### config.mk
export PLATFORM = sky130hd
export DESIGN_NAME = maxpool_ser_win_flat
export DESIGN_NICKNAME = d
export VERILOG_FILES = /design/src/rtl/maxpool_ser_win_if.sv /design/src/rtl/maxpool_ser_win.sv /design/src/flat_wrapper.sv
export SDC_FILE = /design/constraint.sdc
export NUM_CORES = 1
export LEC_CHECK = 0
export BUFFER_PORTS_ARGS = -buffer_cell sky130_fd_sc_hd__buf_2
export CAP_MARGIN = 20
export CORE_MARGIN = 2
export CORE_UTILIZATION = 45
export CTS_CLUSTER_SIZE = 40
export DETAILED_ROUTE_END_ITERATION = 7
export HOLD_SLACK_MARGIN = 0.06
export PLACE_DENSITY_LB_ADDON = 0.05
export SETUP_SLACK_MARGIN = 0.02
export SLEW_MARGIN = 20
export SYNTH_ARGS = -nofsm -noshare
export SYNTH_HDL_FRONTEND = slang
export SYNTH_SLANG_ARGS = --single-unit
### constraint.sdc
create_clock -name clk -period 2.3 [get_ports clk]
set_input_delay 0.23 -clock clk [delete_from_list [all_inputs] [get_ports clk]]
set_output_delay 0.23 -clock clk [all_outputs]
set_load 0.1 [all_outputs]
### src/rtl/maxpool_ser_win_if.sv
// Bus bundle for maxpool_ser_win.
//   master : upstream producer side (drives slices, receives pooled results)
//   slave  : the pooling block itself
// Signals:
//   vld_in   slice valid, shared by all channels
//   last_in  frame end, meaningful only with the final slice of a word
//   data_in  [NO_CH-1:0][SER_BW-1:0] per-channel slices, LS slice first
//   vld_out  one-cycle result strobe
//   last_out window was closed early by last_in (qualified by vld_out)
//   data_out [NO_CH-1:0][BW_IN-1:0] per-channel pooled maxima
interface maxpool_ser_win_if #(
  parameter int NO_CH  = 10,
  parameter int BW_IN  = 12,
  parameter int SER_BW = 4
);
  logic                           vld_in;
  logic                           last_in;
  logic [NO_CH-1:0][SER_BW-1:0]   data_in;
  logic                           vld_out;
  logic                           last_out;
  logic [NO_CH-1:0][BW_IN-1:0]    data_out;

  modport master (
    output vld_in, last_in, data_in,
    input  vld_out, last_out, data_out
  );

  modport slave (
    input  vld_in, last_in, data_in,
    output vld_out, last_out, data_out
  );
endinterface

### src/rtl/maxpool_ser_win.sv
// Per-channel 1D max-pool over a window of POOL_K words, fed bit-serially.
// Stage 1 deserialises SER_BW-wide slices (LS slice first) into full words and
// decides per word whether it opens and/or closes a window. Stage 2 keeps a
// running maximum per channel and emits it when the window closes.
// Ports:
//   clk   clock
//   rst   synchronous, active-high reset; discards any partial word/window
//   pool  slave side of maxpool_ser_win_if (vld_in/last_in/data_in in,
//         vld_out/last_out/data_out out)
module maxpool_ser_win #(
  parameter int NO_CH  = 10,
  parameter int BW_IN  = 12,
  parameter int SER_BW = 4,
  parameter int POOL_K = 2,
  parameter int SIGNED = 1
) (
  input  logic             clk,
  input  logic             rst,
  maxpool_ser_win_if.slave pool
);

  localparam int NSLICE = BW_IN / SER_BW;
  localparam int SCW    = $clog2(NSLICE) + 1;
  localparam int WCW    = $clog2(POOL_K) + 1;

  typedef logic [NO_CH-1:0][BW_IN-1:0] word_vec_t;

  // Stage 1 state
  logic [SCW-1:0] slice_cnt;
  logic [WCW-1:0] word_cnt;
  word_vec_t      word_nxt;
  word_vec_t      word_q;
  logic           word_vld;
  logic           word_first;
  logic           word_close;
  logic           word_last;
  logic           final_slice;

  // Stage 2 state
  word_vec_t      run_max;
  word_vec_t      cand;
  word_vec_t      data_q;
  logic           vld_q;
  logic           last_q;

  function automatic logic gt(input logic [BW_IN-1:0] a, input logic [BW_IN-1:0] b);
    if (SIGNED != 0) return $signed(a) > $signed(b);
    else             return a > b;
  endfunction

  assign final_slice = pool.vld_in && (slice_cnt == SCW'(NSLICE - 1));

  // The shift register only holds the slices preceding the final one; the
  // complete word is that history with the current slice on top.
  generate
    if (NSLICE == 1) begin : g_single
      always_comb begin
        word_nxt = pool.data_in;
      end
    end else begin : g_multi
      localparam int SH = BW_IN - SER_BW;
      logic [NO_CH-1:0][SH-1:0] sr_q;

      always_comb begin
        word_nxt = '0;
        for (int unsigned ch = 0; ch < NO_CH; ch++)
          word_nxt[ch] = {pool.data_in[ch], sr_q[ch]};
      end

      always_ff @(posedge clk) begin
        if (rst) begin
          sr_q <= '0;
        end else if (pool.vld_in) begin
          for (int unsigned ch = 0; ch < NO_CH; ch++)
            sr_q[ch] <= word_nxt[ch][BW_IN-1:SER_BW];
        end
      end
    end
  endgenerate

  // Stage 1: slice/word counting, word capture and window framing flags.
  always_ff @(posedge clk) begin
    if (rst) begin
      slice_cnt  <= '0;
      word_cnt   <= '0;
      word_q     <= '0;
      word_vld   <= 1'b0;
      word_first <= 1'b0;
      word_close <= 1'b0;
      word_last  <= 1'b0;
    end else begin
      word_vld <= final_slice;
      if (pool.vld_in) begin
        if (final_slice) begin
          slice_cnt  <= '0;
          word_q     <= word_nxt;
          word_first <= (word_cnt == '0);
          word_close <= (word_cnt == WCW'(POOL_K - 1)) || pool.last_in;
          word_last  <= pool.last_in;
          if ((word_cnt == WCW'(POOL_K - 1)) || pool.last_in)
            word_cnt <= '0;
          else
            word_cnt <= word_cnt + WCW'(1);
        end else begin
          slice_cnt <= slice_cnt + SCW'(1);
        end
      end
    end
  end

  // First word of a window replaces the running max instead of comparing.
  always_comb begin
    cand = '0;
    for (int unsigned ch = 0; ch < NO_CH; ch++) begin
      if (word_first || gt(word_q[ch], run_max[ch]))
        cand[ch] = word_q[ch];
      else
        cand[ch] = run_max[ch];
    end
  end

  // Stage 2: running max update or window close.
  always_ff @(posedge clk) begin
    if (rst) begin
      run_max <= '0;
      data_q  <= '0;
      vld_q   <= 1'b0;
      last_q  <= 1'b0;
    end else begin
      vld_q <= word_vld && word_close;
      if (word_vld) begin
        if (word_close) begin
          data_q <= cand;
          last_q <= word_last;
        end else begin
          run_max <= cand;
        end
      end
    end
  end

  assign pool.vld_out  = vld_q;
  assign pool.last_out = last_q;
  assign pool.data_out = data_q;

endmodule
### src/flat_wrapper.sv
// flat-port wrapper written by rule: the top's interface ports become plain ports
module maxpool_ser_win_flat 
#(
  parameter int NO_CH  = 10,
  parameter int BW_IN  = 12,
  parameter int SER_BW = 4,
  parameter int POOL_K = 2,
  parameter int SIGNED = 1
)
  (clk, rst, pool_vld_in, pool_last_in, pool_data_in, pool_vld_out, pool_last_out, pool_data_out);
  maxpool_ser_win_if #(.NO_CH(NO_CH), .BW_IN(BW_IN), .SER_BW(SER_BW)) pool_i ();
  input  logic clk;
  input  logic rst;
  input wire logic [$bits(pool_i.vld_in)-1:0] pool_vld_in;
  input wire logic [$bits(pool_i.last_in)-1:0] pool_last_in;
  input wire logic [$bits(pool_i.data_in)-1:0] pool_data_in;
  output wire logic [$bits(pool_i.vld_out)-1:0] pool_vld_out;
  output wire logic [$bits(pool_i.last_out)-1:0] pool_last_out;
  output wire logic [$bits(pool_i.data_out)-1:0] pool_data_out;
  assign pool_i.vld_in = pool_vld_in;
  assign pool_i.last_in = pool_last_in;
  assign pool_i.data_in = pool_data_in;
  assign pool_vld_out = pool_i.vld_out;
  assign pool_last_out = pool_i.last_out;
  assign pool_data_out = pool_i.data_out;
  maxpool_ser_win #(.NO_CH(NO_CH), .BW_IN(BW_IN), .SER_BW(SER_BW), .POOL_K(POOL_K), .SIGNED(SIGNED)) u_core (.clk(clk), .rst(rst), .pool(pool_i));
endmodule
==> summary.md, run 1 <==
| Metric | Value |
|---|---|
| Outcome | finished clean |
| Inserted Clock Buffers | 49 |
| CTS tree | done |
| Buf+Inv Stages, Crit Path | 3 |
| Ys async rst share | 0% |
| Pwr Density | 703 nW/um^2 |
| Synth top area cells | dfxtp_1 45%, ha_1 7.8%, mux2i_1 7.1% |
| Die W | 214 um |
| Fin nets | 2570 |
| Reg2Reg Setup Slack | 0.05 ns |
| CORE AREA | 43900 um^2 |
| #FFs+latches synth | 451 |
| Proportion of layout cells with a drive suffix above 1 | 20.9% |
| PortBufs | 165 |
| DR vias/cell | 5.52 |
| Slowest CP cell | or3_4 |
| Hold Slack | 0.0902 ns |
| Slew @ Worst Pin | 0.979 ns |
| Crit path launch type | flop |
| Worst-path fanout max | 10 |
| Final Hold Viols | 0 |
| Total power | 17.3 mW |
| Post-synth EDFFs | 0 |
| Fillers | 4060 |
| CP required | 2.80 ns |
| DIE AREA | 46000 um^2 |
| Slew Viols, Final | 0 |
| Most instantiated library cell after synthesis | dfxtp_1 |
| Netlist cell types | 59 |
| Most frequent cells after synthesis | 451 x dfxtp_1, 216 x nor2_1, 178 x nand2_1, 143 x a21oi_1, 141 x mux2i_1 |
| Syn Area/Cell | 9.16 um^2 |
| RSZ-0062 raised after global routing | true |
| Final Core Density | 55.9% |
| Crit path launch | u_core.run_max[8] |
| Rel. slew slack | 34.7% |
| Setup_tns | 0 ns |
| Avg WL per Cell | 18.2 um |
| Static Leakage | 9.93 nW |
| Count of boundary I/O pins | 166 |
| Syn nets | 2344 |
| Cell family with most CP delay | compound AO/OA/AOI/OAI gates |
| Crit. End Element | flop |
| Initial core utilization | 45.4% |
| Drt pass-1 iters | 5 |
| Routed wire length | 55200 um |
| Fin crit period | 2.25 ns |
| Via count | 16739 |
| HPWL reported at the end of detailed placement | 35000 um |
| Syn Inst Count | 2176 |
| Fin crit share | 97.8% |
| Worst Hold Depth | 3 |
| Final Skew | 0.0121 ns |
| # rows | 77 |
| Fmax | 444 MHz |
| MaxCap Viol Count | 0 |
| R2r endpoint | u_core.pool.data_out[10] |
| Synthesized area | 19900 um^2 |
| Hold Startpoint | pool_vld_in |
| Worst slack, placed | -0.0793 ns |
| Max Buffers Root-to-Sink | 3 |
| GRT overflow | 0 |
| Die Y | 214 um |
| Root Driver | clkbuf_16 |
| Sequential area share after synthesis | 45.3% |
| Arrival time at the worst endpoint | 2.75 ns |
| Gp weighted congestion | 0.852 |
| Tot GR Track Use | 23.6% |
| Worst setup margin | 0.0495 ns |
| Layout area overhead | 23.2% |
| Global-route wire length before repair | 88600 um |
| CP Class | flop to flop |
| Vias in the first global route | 16354 |
| Cell Chain, Critical Path | inv_1 -> ha_1 -> nand4_1 -> or3_4 -> a21o_4 -> a211oi_4 -> buf_12 -> buf_4 -> o31ai_2 -> a311oi_2 |
| Worst-path clk slew | 0.06 ns |
| Main flop type after synthesis | dfxtp_1 |
| Htree depth | 2 |
| Critical R2R Launch | u_core.run_max[8] |
| Critical path's largest stage delay | 0.36 ns |
| Final setup fails | 0 |
| Hold EP | u_core.word_close |
| HP Class | primary input to flop |
| Clk_lat worst skew | 0.59 ns |
| Yosys warnings | 0 |
| # DRC | 0 |
| Yosys top cell area share | 45.3% |
| Peak supply drop | 0.539 mV |
| Cells on worst reg2reg path | 10 |
| CTS sink count | 451 |
| Post-route ant nets | 0 |
| Synth area leader | dfxtp_1 |
| Largest net degree at the start of global routing | 138 |
| Initial antenna violation count | 2 |
| 1st-iter DRT viols | 1060 |
[metrics by stage]
step / std cells / cell area [um^2]
final: 3034 / 24500
after global routing: 3033 / 24500
after CTS: 3022 / 24200
after detailed placement: 2890 / 22100
after global placement: 2890 / 22100
after floorplan: 2176 / 19900
[cell families after synthesis]
family          share of synthesized area (%)
compound gates                           22.0
xor+xnor                               0.0440
fa+ha+maj                                7.79
buf+inv                                  5.81
flops                                    45.3
mux                                      7.08
simple gates                             11.9
[state kept, by name, indices dropped and copies added (netlist names)]
signal / flops
u_core.word_first: 1
u_core.g_multi.sr_q: 80
u_core.slice_cnt: 3
u_core.pool.data_out: 120
u_core.word_close: 1
u_core.word_q: 120
u_core.word_last: 1
u_core.run_max: 120
u_core.word_vld: 1
u_core.word_cnt: 2
u_core.pool.vld_out: 1
u_core.pool.last_out: 1
[layer usage]
layer / track usage [%] / vias to the layer above / share of wire (%)
met4: 6.34 / 0 / 2.1
li1: - / 8274 / -
met5: 0 / - / 0
met1: 31.1 / 8103 / 46
met3: 4.09 / 78 / 4.0
met2: 39.8 / 284 / 48
[placed cells by master, fill, tap and decap left out, types with 11 or more instances in the layout]
cell,count
a21o_1,15
inv_1,132
mux2i_1,141
dlygate4sd3_1,41
nand4_1,38
buf_4,108
ha_1,119
a31oi_1,30
o2111ai_1,11
dfxtp_1,441
nand2_1,176
o31ai_1,27
nand3_1,63
o221a_2,53
clkbuf_16,53
nor2b_1,12
o21a_1,12
a211oi_1,16
a21oi_1,140
nor2_1,214
clkbuf_8,20
o21ai_0,116
buf_2,163
buf_12,21
a22o_1,122
[how the worst max path moves through the flow]
| stage | to | cells after the start |
|---|---|---|
| 2_1_floorplan | u_core.pool.data_out[10] | 9 |
| 3_3_place_gp | u_core.pool.data_out[6] | 9 |
| 3_5_place_dp | u_core.pool.data_out[6] | 9 |
| 4_1_cts | u_core.pool.data_out[0] | 9 |
| 5_1_grt | u_core.pool.data_out[6] | 9 |
| 6_report | u_core.pool.data_out[10] | 10 |
[area by class of cell]
class	instances	area, um^2	area share, %
Clock buffer	77	1570	6.41
Clock inverter	11	58.8	0.240
Multi-Input combinational cell	1423	10000	40.9
Timing Repair Buffer	341	2570	10.5
Antenna cell	3	7.51	0.0306
Inverter	136	513	2.09
Tap cell	592	741	3.02
Sequential cell	451	9040	36.8
[repair_timing]
action                                  CTS  global route
buffers inserted                          3             6
hold endpoints to repair                 83             0
resized for setup                         4            61
endpoints found under the setup margin    8           189
pin swaps                                 3            13
cloned                                    0             3
hold buffers                             41             0
[power by group]
group | total [mW] | internal [mW] | leakage (nW) | switching [mW]
combinational | 1.42 | 0.558 | 5.46 | 0.859
sequential | 7.99 | 7.91 | 3.65 | 0.0816
clock | 7.86 | 4.67 | 0.823 | 3.19
[worst min-delay path: stages]
cell      delay (ns)
buf_4           0.12
nand3b_1        0.17
o31ai_1         0.10
Power figures use the tool's default switching activity.
==> run 2, diff against run 1 <==
Settings changed: CELL_PAD_IN_SITES_DETAIL_PLACEMENT set to 1, CELL_PAD_IN_SITES_GLOBAL_PLACEMENT set to 1, CORE_UTILIZATION 45 to 42.
==> run 2 against run 1 <==
Effect of this change:
- the flow now finishes with violations (DRC, setup timing)
- sequential share of layout area down 0.44 points
- flip-flop and latch count unchanged
- hold slack better by 0.036 ns
- critical endpoint is now u_core.pool.data_out[6]
==> summary.md, run 2 (synthesis gave the netlist of run 1 again) <==
| Metric | Value |
|---|---|
| Final Hold Viols | 0 (unchanged) |
| Peak supply drop | 0.479 mV (-11%) |
| Gp weighted congestion | 0.787 (-7.7%) |
| Slew Viols, Final | 0 (unchanged) |
| Tot GR Track Use | 24.4% (+0.85 points) |
| Setup crit end | u_core.pool.data_out[6] |
| # DRC | 11 (+11) |
| Htree depth | 2 (unchanged) |
| Final setup fails | 14 (+14) |
| PortBufs | 165 (unchanged) |
| Static Leakage | 10.0 nW (+0.77%) |
| Proportion of layout cells with a drive suffix above 1 | 22.2% (+1.3 points) |
| Avg WL per Cell | 20.1 um (+11%) |
| Vias in the first global route | 18080 (+11%) |
| Reg2Reg Setup Slack | -0.06 ns (-0.11 ns) |
| Register area | 9050 um^2 (about the same) |
| Drt pass-1 iters | 7 (+2) |
| Worst-path clk slew | 0.06 ns (about the same) |
| Post-route ant nets | 0 (unchanged) |
| Initial core utilization | 42.7% (-2.6 points) |
| Via count | 17297 (+3.3%) |
| Pwr Density | 702 nW/um^2 (-0.26%) |
| Multi-input gate area | 10200 um^2 (+2.0%) |
| Most frequent cells in the layout | 434 x dfxtp_1, 214 x nor2_1, 177 x nand2_1, 165 x buf_2, 141 x mux2i_1 |
| Rel. slew slack | 51.8% (+17 points) |
| Commonest non-fill, non-tap cell in the layout | dfxtp_1 |
| Cells on worst reg2reg path | 10 (unchanged) |
| Global-route wire length before repair | 98200 um (+11%) |
| Final Skew | 0.0278 ns (+0.0157 ns) |
| Fin crit period | 2.36 ns (+0.112 ns) |
| CTS tree | done |
| DIE AREA | 49200 um^2 (+7.0%) |
| Crit. End Element | flop |
| Non-filler cells in the finished layout | 3060 (+0.86%) |
| CP required | 2.80 ns (about the same) |
| Post-placement cell count | 2908 (+0.62%) |
| Worst-path fanout max | 5 (-5) |
| Root Driver | clkbuf_16 |
| DR vias/cell | 5.65 (+2.5%) |
| RSZ-0062 raised after global routing | true |
| Fin crit share | 103% (+4.9 points) |
| Slew @ Worst Pin | 0.723 ns (-0.256 ns) |
| Die W | 222 um (+3.4%) |
| 1st-iter DRT viols | 880 (-17%) |
| HP Class | primary input to flop |
| CORE AREA | 46700 um^2 (+6.2%) |
| Failing checks | DRC, setup timing |
| Inserted Clock Buffers | 50 (+2.0%) |
| Post-route cell area | 24900 um^2 (+1.3%) |
| Routed wire length | 61600 um (+12%) |
| Critical R2R Launch | u_core.run_max[10] |
| Final Core Density | 53.3% (-2.6 points) |
| R2r endpoint | u_core.pool.data_out[6] |
| Largest net degree at the start of global routing | 127 (-8.0%) |
| Crit path launch | u_core.run_max[10] |
| Die Y | 222 um (+3.4%) |
| HPWL reported at the end of detailed placement | 39300 um (+12%) |
| MaxCap Viol Count | 0 (unchanged) |
| Layout area overhead | 24.8% |
| Hold Startpoint | pool_vld_in |
| Post-Place Cell Area | 22100 um^2 (about the same) |
| CTS sink count | 451 (unchanged) |
| Ant. Diodes | 0 (-3) |
| Initial antenna violation count | 0 (-2) |
| Crit path launch type | flop |
| Setup_tns | -0.372 ns (-0.372 ns) |
| Fillers | 5309 (+31%) |
| Arrival time at the worst endpoint | 2.86 ns (+0.11 ns) |
| Fin nets | 2583 (+0.51%) |
| CP Class | flop to flop |
| # rows | 79 (+2.6%) |
| Clk_lat worst skew | 0.59 ns (about the same) |
| Worst setup margin | -0.0623 ns (-0.112 ns) |
| Max Buffers Root-to-Sink | 3 (unchanged) |
| Fmax | 423 MHz (-4.7%) |
| GRT overflow | 0 (unchanged) |
| Outcome | finished, violations left |
| Count of boundary I/O pins | 166 (unchanged) |
## run 2: changes by cell type in the layout (fill, tap and decap cells not counted), sizes merged
cell    previous run  this run
buf              298       309
bufinv             0         2
clkinv            10        11
diode              3         0
## run 2: repair_timing
item / 4_1_cts / 5_1_grt
hold endpoints to repair: 83 / 0
cloned: 0 / 8
setup buffers: 1 / 12
setup endpoints to repair: 32 / 219
hold buffers: 41 / 0
pin swaps: 1 / 31
resized for setup: 5 / 122
## run 2: layout make-up
class | instances | share of cell area (%)
Clock buffer | 76 | 6.03
Clock inverter | 14 | 0.498
Inverter | 136 | 2.07
Multi-Input combinational cell | 1423 | 41.2
Sequential cell | 451 | 36.4
Tap cell | 607 | 3.05
Timing Repair Buffer | 353 | 10.8
## run 2: worst min-delay path by stage
stage	cells after the start	slack, ns	end
finish	3	0.13	u_core.word_close
global route	3	0.12	u_core.word_close
CTS	3	0.10	u_core.word_close
detailed placement	2	0.46	u_core.pool.last_out
global placement	1	0.45	u_core.word_cnt[1]
floorplan	1	0.36	u_core.word_last
## run 2: worst max-delay path, stage by stage, from the launching register on
cell	delay (ns)
dfxtp_2	0.34
inv_2	0.05
ha_4	0.26
nand4_1	0.15
or3_4	0.43
a21o_4	0.22
a211oi_4	0.24
buf_6	0.16
buf_12	0.13
o31ai_4	0.06
a311oi_2	0.26
## run 2: metal layers
layer	global-route usage (%)	up-vias	routed length, um
met1	32.3	8621	28800
met2	41.4	290	29100
met3	4.08	92	2440
met4	6.08	0	1230
li1	-	8294	-
met5	0	-	0
## run 2: report_power, final
part | switching (mW) | internal [mW] | leakage, nW | total [mW]
registers | 0.0892 | 7.91 | 3.65 | 8.00
clock network | 3.27 | 4.70 | 0.812 | 7.96
logic | 0.913 | 0.574 | 5.55 | 1.49
## run 2: stage by stage
stage,hold WS (ns),power (mW),setup WS [ns]
final,0.126,17.5,-0.0623
after global routing,0.124,18.1,-0.178
after CTS,0.101,17.5,0.00606
after detailed placement,0.455,9.45,-0.0229
after global placement,0.447,9.41,0.0384
after floorplan,0.356,8.90,0.0517
==> run 3, diff against run 2 <==
--- a/config.mk
+++ b/config.mk
@@ -7,2 +7,3 @@
 export LEC_CHECK = 0
+export ABC_AREA = 1
 export BUFFER_PORTS_ARGS = -buffer_cell sky130_fd_sc_hd__buf_2
@@ -12,3 +13,3 @@
 export CORE_MARGIN = 2
-export CORE_UTILIZATION = 42
+export CORE_UTILIZATION = 40
 export CTS_CLUSTER_SIZE = 40
--- a/constraint.sdc
+++ b/constraint.sdc
@@ -3,2 +3,2 @@
 set_output_delay 0.23 -clock clk [all_outputs]
-set_load 0.1 [all_outputs]
+set_load 0.005 [all_outputs]
==> run 3 against run 2 <==
Effect of this change:
- clock power rose by 12%
- critical endpoint is now u_core.pool.data_out[72]
- count of clock-buffer cells in the layout rose by 6
- the flow now finishes without violations
- synthesized cell count rose by 37%
- flip-flop and latch count did not move
- cell area rose by 2.1%
- combinational power rose by 51%
- cell count rose by 26%
- largest cell class unchanged
- synthesized area rose by 8.0%
- hold slack improved by 0.036 ns
- critical path depth rose by 3
==> summary.md, run 3 <==
| Metric | Value |
|---|---|
| Synth top area cells | dfxtp_1 42%, nand3_1 8.7%, nand2_1 8.1% |
| Most frequent cells in the layout | 466 x nand2_1, 462 x inv_1, 451 x dfxtp_1, 398 x nor2_1, 376 x nand3_1 |
| Synth Area in Adders | 7.21% (-0.58 points) |
| Worst-path clk slew | 0.06 ns (about the same) |
| CTS tree | done |
| Setup_tns | 0 ns (+0.372 ns) |
| Pwr Density | 760 nW/um^2 (+8.3%) |
| Vias in the first global route | 20928 (+16%) |
| MaxCap Viol Count | 0 (unchanged) |
| Final Hold Viols | 0 (unchanged) |
| Commonest non-fill, non-tap cell in the layout | nand2_1 |
| Rel. slew slack | 36.5% (-15 points) |
| PortBufs | 165 (unchanged) |
| Largest net degree at the start of global routing | 112 (-12%) |
| Proportion of layout cells with a drive suffix above 1 | 13.8% (-8.4 points) |
| Post-Synth XOR/XNOR Area | 0% (-0.044 points) |
| Multiplexer area fraction after synthesis | 0% (-7.1 points) |
| Syn Area/Cell | 7.20 um^2 (-21%) |
| Ys async rst share | 0% (unchanged) |
| Fin nets | 3303 (+28%) |
| Post-Synth Simple-Gate Area | 28.5% (+17 points) |
| CTS sink count | 451 (unchanged) |
| Tot GR Track Use | 23.5% (-0.92 points) |
| Main flop type after synthesis | dfxtp_1 |
| Global-route wire length before repair | 108000 um (+10%) |
| Worst slack, placed | 0.0649 ns (+0.0878 ns) |
| GRT overflow | 0 (unchanged) |
| Yosys warnings | 0 (unchanged) |
| Static Leakage | 12.2 nW (+22%) |
| Slew @ Worst Pin | 0.951 ns (+0.228 ns) |
| Peak supply drop | 0.503 mV (+5.0%) |
| Fmax | 475 MHz (+12%) |
| Inserted Clock Buffers | 53 (+6.0%) |
| Yosys top cell area share | 42.0% (-3.3 points) |
| Post-synthesis compound-gate area fraction | 10.6% (-11 points) |
| CORE AREA | 52900 um^2 (+13%) |
| Sequential area share after synthesis | 42.0% (-3.3 points) |
| RSZ-0062 raised after global routing | true |
| Fin crit period | 2.11 ns (-0.257 ns) |
| R2r endpoint | u_core.pool.data_out[72] |
| Syn nets | 3158 (+35%) |
| Worst Hold Depth | 4 (+1) |
| HP Class | primary input to flop |
| Clk_lat worst skew | 0.60 ns (about the same) |
| Count of boundary I/O pins | 166 (unchanged) |
| Reg2Reg Setup Slack | 0.19 ns (+0.26 ns) |
| DR vias/cell | 5.13 (-9.3%) |
| Hold EP | u_core.run_max[5] |
| #FFs+latches synth | 451 (unchanged) |
| Ant. Diodes | 0 (unchanged) |
| CP Class | flop to flop |
| # DRC | 0 (-11) |
| Post-route ant nets | 0 (unchanged) |
| Most instantiated library cell after synthesis | nand2_1 |
| Post-synth EDFFs | 0 (unchanged) |
| Final Skew | 0.00954 ns (-0.0182 ns) |
| Root Driver | clkbuf_16 |
| Max Buffers Root-to-Sink | 3 (unchanged) |
| Worst setup margin | 0.195 ns (+0.257 ns) |
| Crit path launch type | flop |
| # rows | 84 (+6.3%) |
| Largest family of logic cells by synthesized area | simple AND/OR/NAND/NOR gates |
| Synth area leader | dfxtp_1 |
| Synthesized area | 21500 um^2 (+8.0%) |
| Final setup fails | 0 (-14) |
| Outcome | finished clean |
| Initial antenna violation count | 0 (unchanged) |
| Drt pass-1 iters | 5 (-2) |
| Layout area overhead | 18.0% |
| Critical R2R Launch | u_core.run_max[83] |
| Die Y | 236 um (+6.4%) |
| Via count | 19837 (+15%) |
| Syn Inst Count | 2990 (+37%) |
| Avg WL per Cell | 16.9 um (-16%) |
| Netlist cell types | 25 (-58%) |
| HPWL reported at the end of detailed placement | 42400 um (+8.0%) |
| Htree depth | 2 (unchanged) |
| Hold Startpoint | rst |
| DIE AREA | 55700 um^2 (+13%) |
| Fin crit share | 91.5% (-11 points) |
| Most frequent cells after synthesis | 467 x nand2_1, 464 x inv_1, 451 x dfxtp_1, 403 x nor2_1, 376 x nand3_1 |
| Cells on worst reg2reg path | 13 (+3) |
| Crit. End Element | flop |
| Gp weighted congestion | 0.806 (+2.4%) |
| Initial core utilization | 40.7% (-2.0 points) |
| Hold Slack | 0.162 ns (+0.0358 ns) |
| Worst-path fanout max | 12 (+7) |
| Slew Viols, Final | 0 (unchanged) |
| 1st-iter DRT viols | 859 (-2.4%) |
| Die W | 236 um (+6.4%) |
| Routed wire length | 65500 um (+6.3%) |
| Arrival time at the worst endpoint | 2.60 ns (-0.26 ns) |
| CP required | 2.80 ns (about the same) |
==> run 3: cell count changes in the layout (fill, tap and decap cells not counted), sizes merged, moves of 36 or more <==
cell and delta:
buf -97, inv +332, mux2i -141, nand2 +401, nand3 +322, nor2 +189
o221a -53, o31ai -36
==> run 3: final cells by class <==
class	instances	area, um^2
fill	6723	27500
clock buffer	82	1620
multi-input combinational	1907	10100
timing repair buffer	254	1760
inverter	468	1770
clock inverter	18	249
sequential	451	9030
tap	688	861
==> run 3: how the worst max path moves through the flow <==
stage | to | slack, ns | depth (start not counted) | start
global placement | u_core.pool.data_out[59] | 0.13 | 14 | u_core.run_max[59]
CTS | u_core.pool.data_out[59] | 0.04 | 14 | u_core.run_max[59]
floorplan | u_core.run_max[109] | 0.52 | 14 | u_core.run_max[119]
global route | u_core.pool.data_out[11] | -0.007 | 14 | u_core.run_max[11]
detailed placement | u_core.pool.data_out[72] | 0.06 | 14 | u_core.run_max[83]
finish | u_core.pool.data_out[72] | 0.19 | 13 | u_core.run_max[83]
==> run 3: stage by stage <==
stage                     util [%]  total power, mW  std cells  area, um^2
after floorplan                  -             9.87       2990       21500
after global routing          48.0             20.1       3868       25400
final                         48.0             19.3       3868       25400
after global placement        43.5             10.4       3727       23000
after CTS                     47.8             19.5       3868       25300
after detailed placement      43.5             10.4       3727       23000
==> run 3: timing repair <==
item | CTS | global route
setup endpoints to repair | 0 | 189
buffers inserted | 0 | 0
endpoints found under the hold margin | 84 | 0
hold buffers | 41 | 0
gates resized for setup | 0 | 20
==> run 3: cells by family (layout without fill, tap and decap cells) <==
group	after synthesis	in the layout
DFF	451	451
adders and majority gates	124	124
and+or+nand+nor	1399	1399
AOI/OAI and AO/OA	384	384
buffers and inverters	632	822
==> run 3: worst max-delay path, stage by stage, from the launching register on <==
cell and delay (ns):
dfxtp_1 0.34, inv_1 0.08, ha_4 0.29, nand2_1 0.07
nor2_1 0.14, and2_1 0.19, nand2_1 0.09, nand4_1 0.09
nand3_2 0.11, buf_4 0.21, nand3_1 0.11, nand3_1 0.14
nand2_1 0.10, inv_1 0.04
==> run 3: report_power, final <==
part / internal [mW] / switching (mW)
combinational: 0.688 / 1.56
sequential: 8.00 / 0.126
clock: 5.50 / 3.42
total: 14.2 / 5.11
==> run 3: layer usage <==
| layer | global-route usage (%) | vias up | wire length, um |
|---|---|---|---|
| met5 | 0 | - | 0 |
| met4 | 6.04 | 0 | 1260 |
| met3 | 2.59 | 82 | 1970 |
| met2 | 41.9 | 268 | 31600 |
| met1 | 30.1 | 9719 | 30700 |
| li1 | - | 9768 | - |
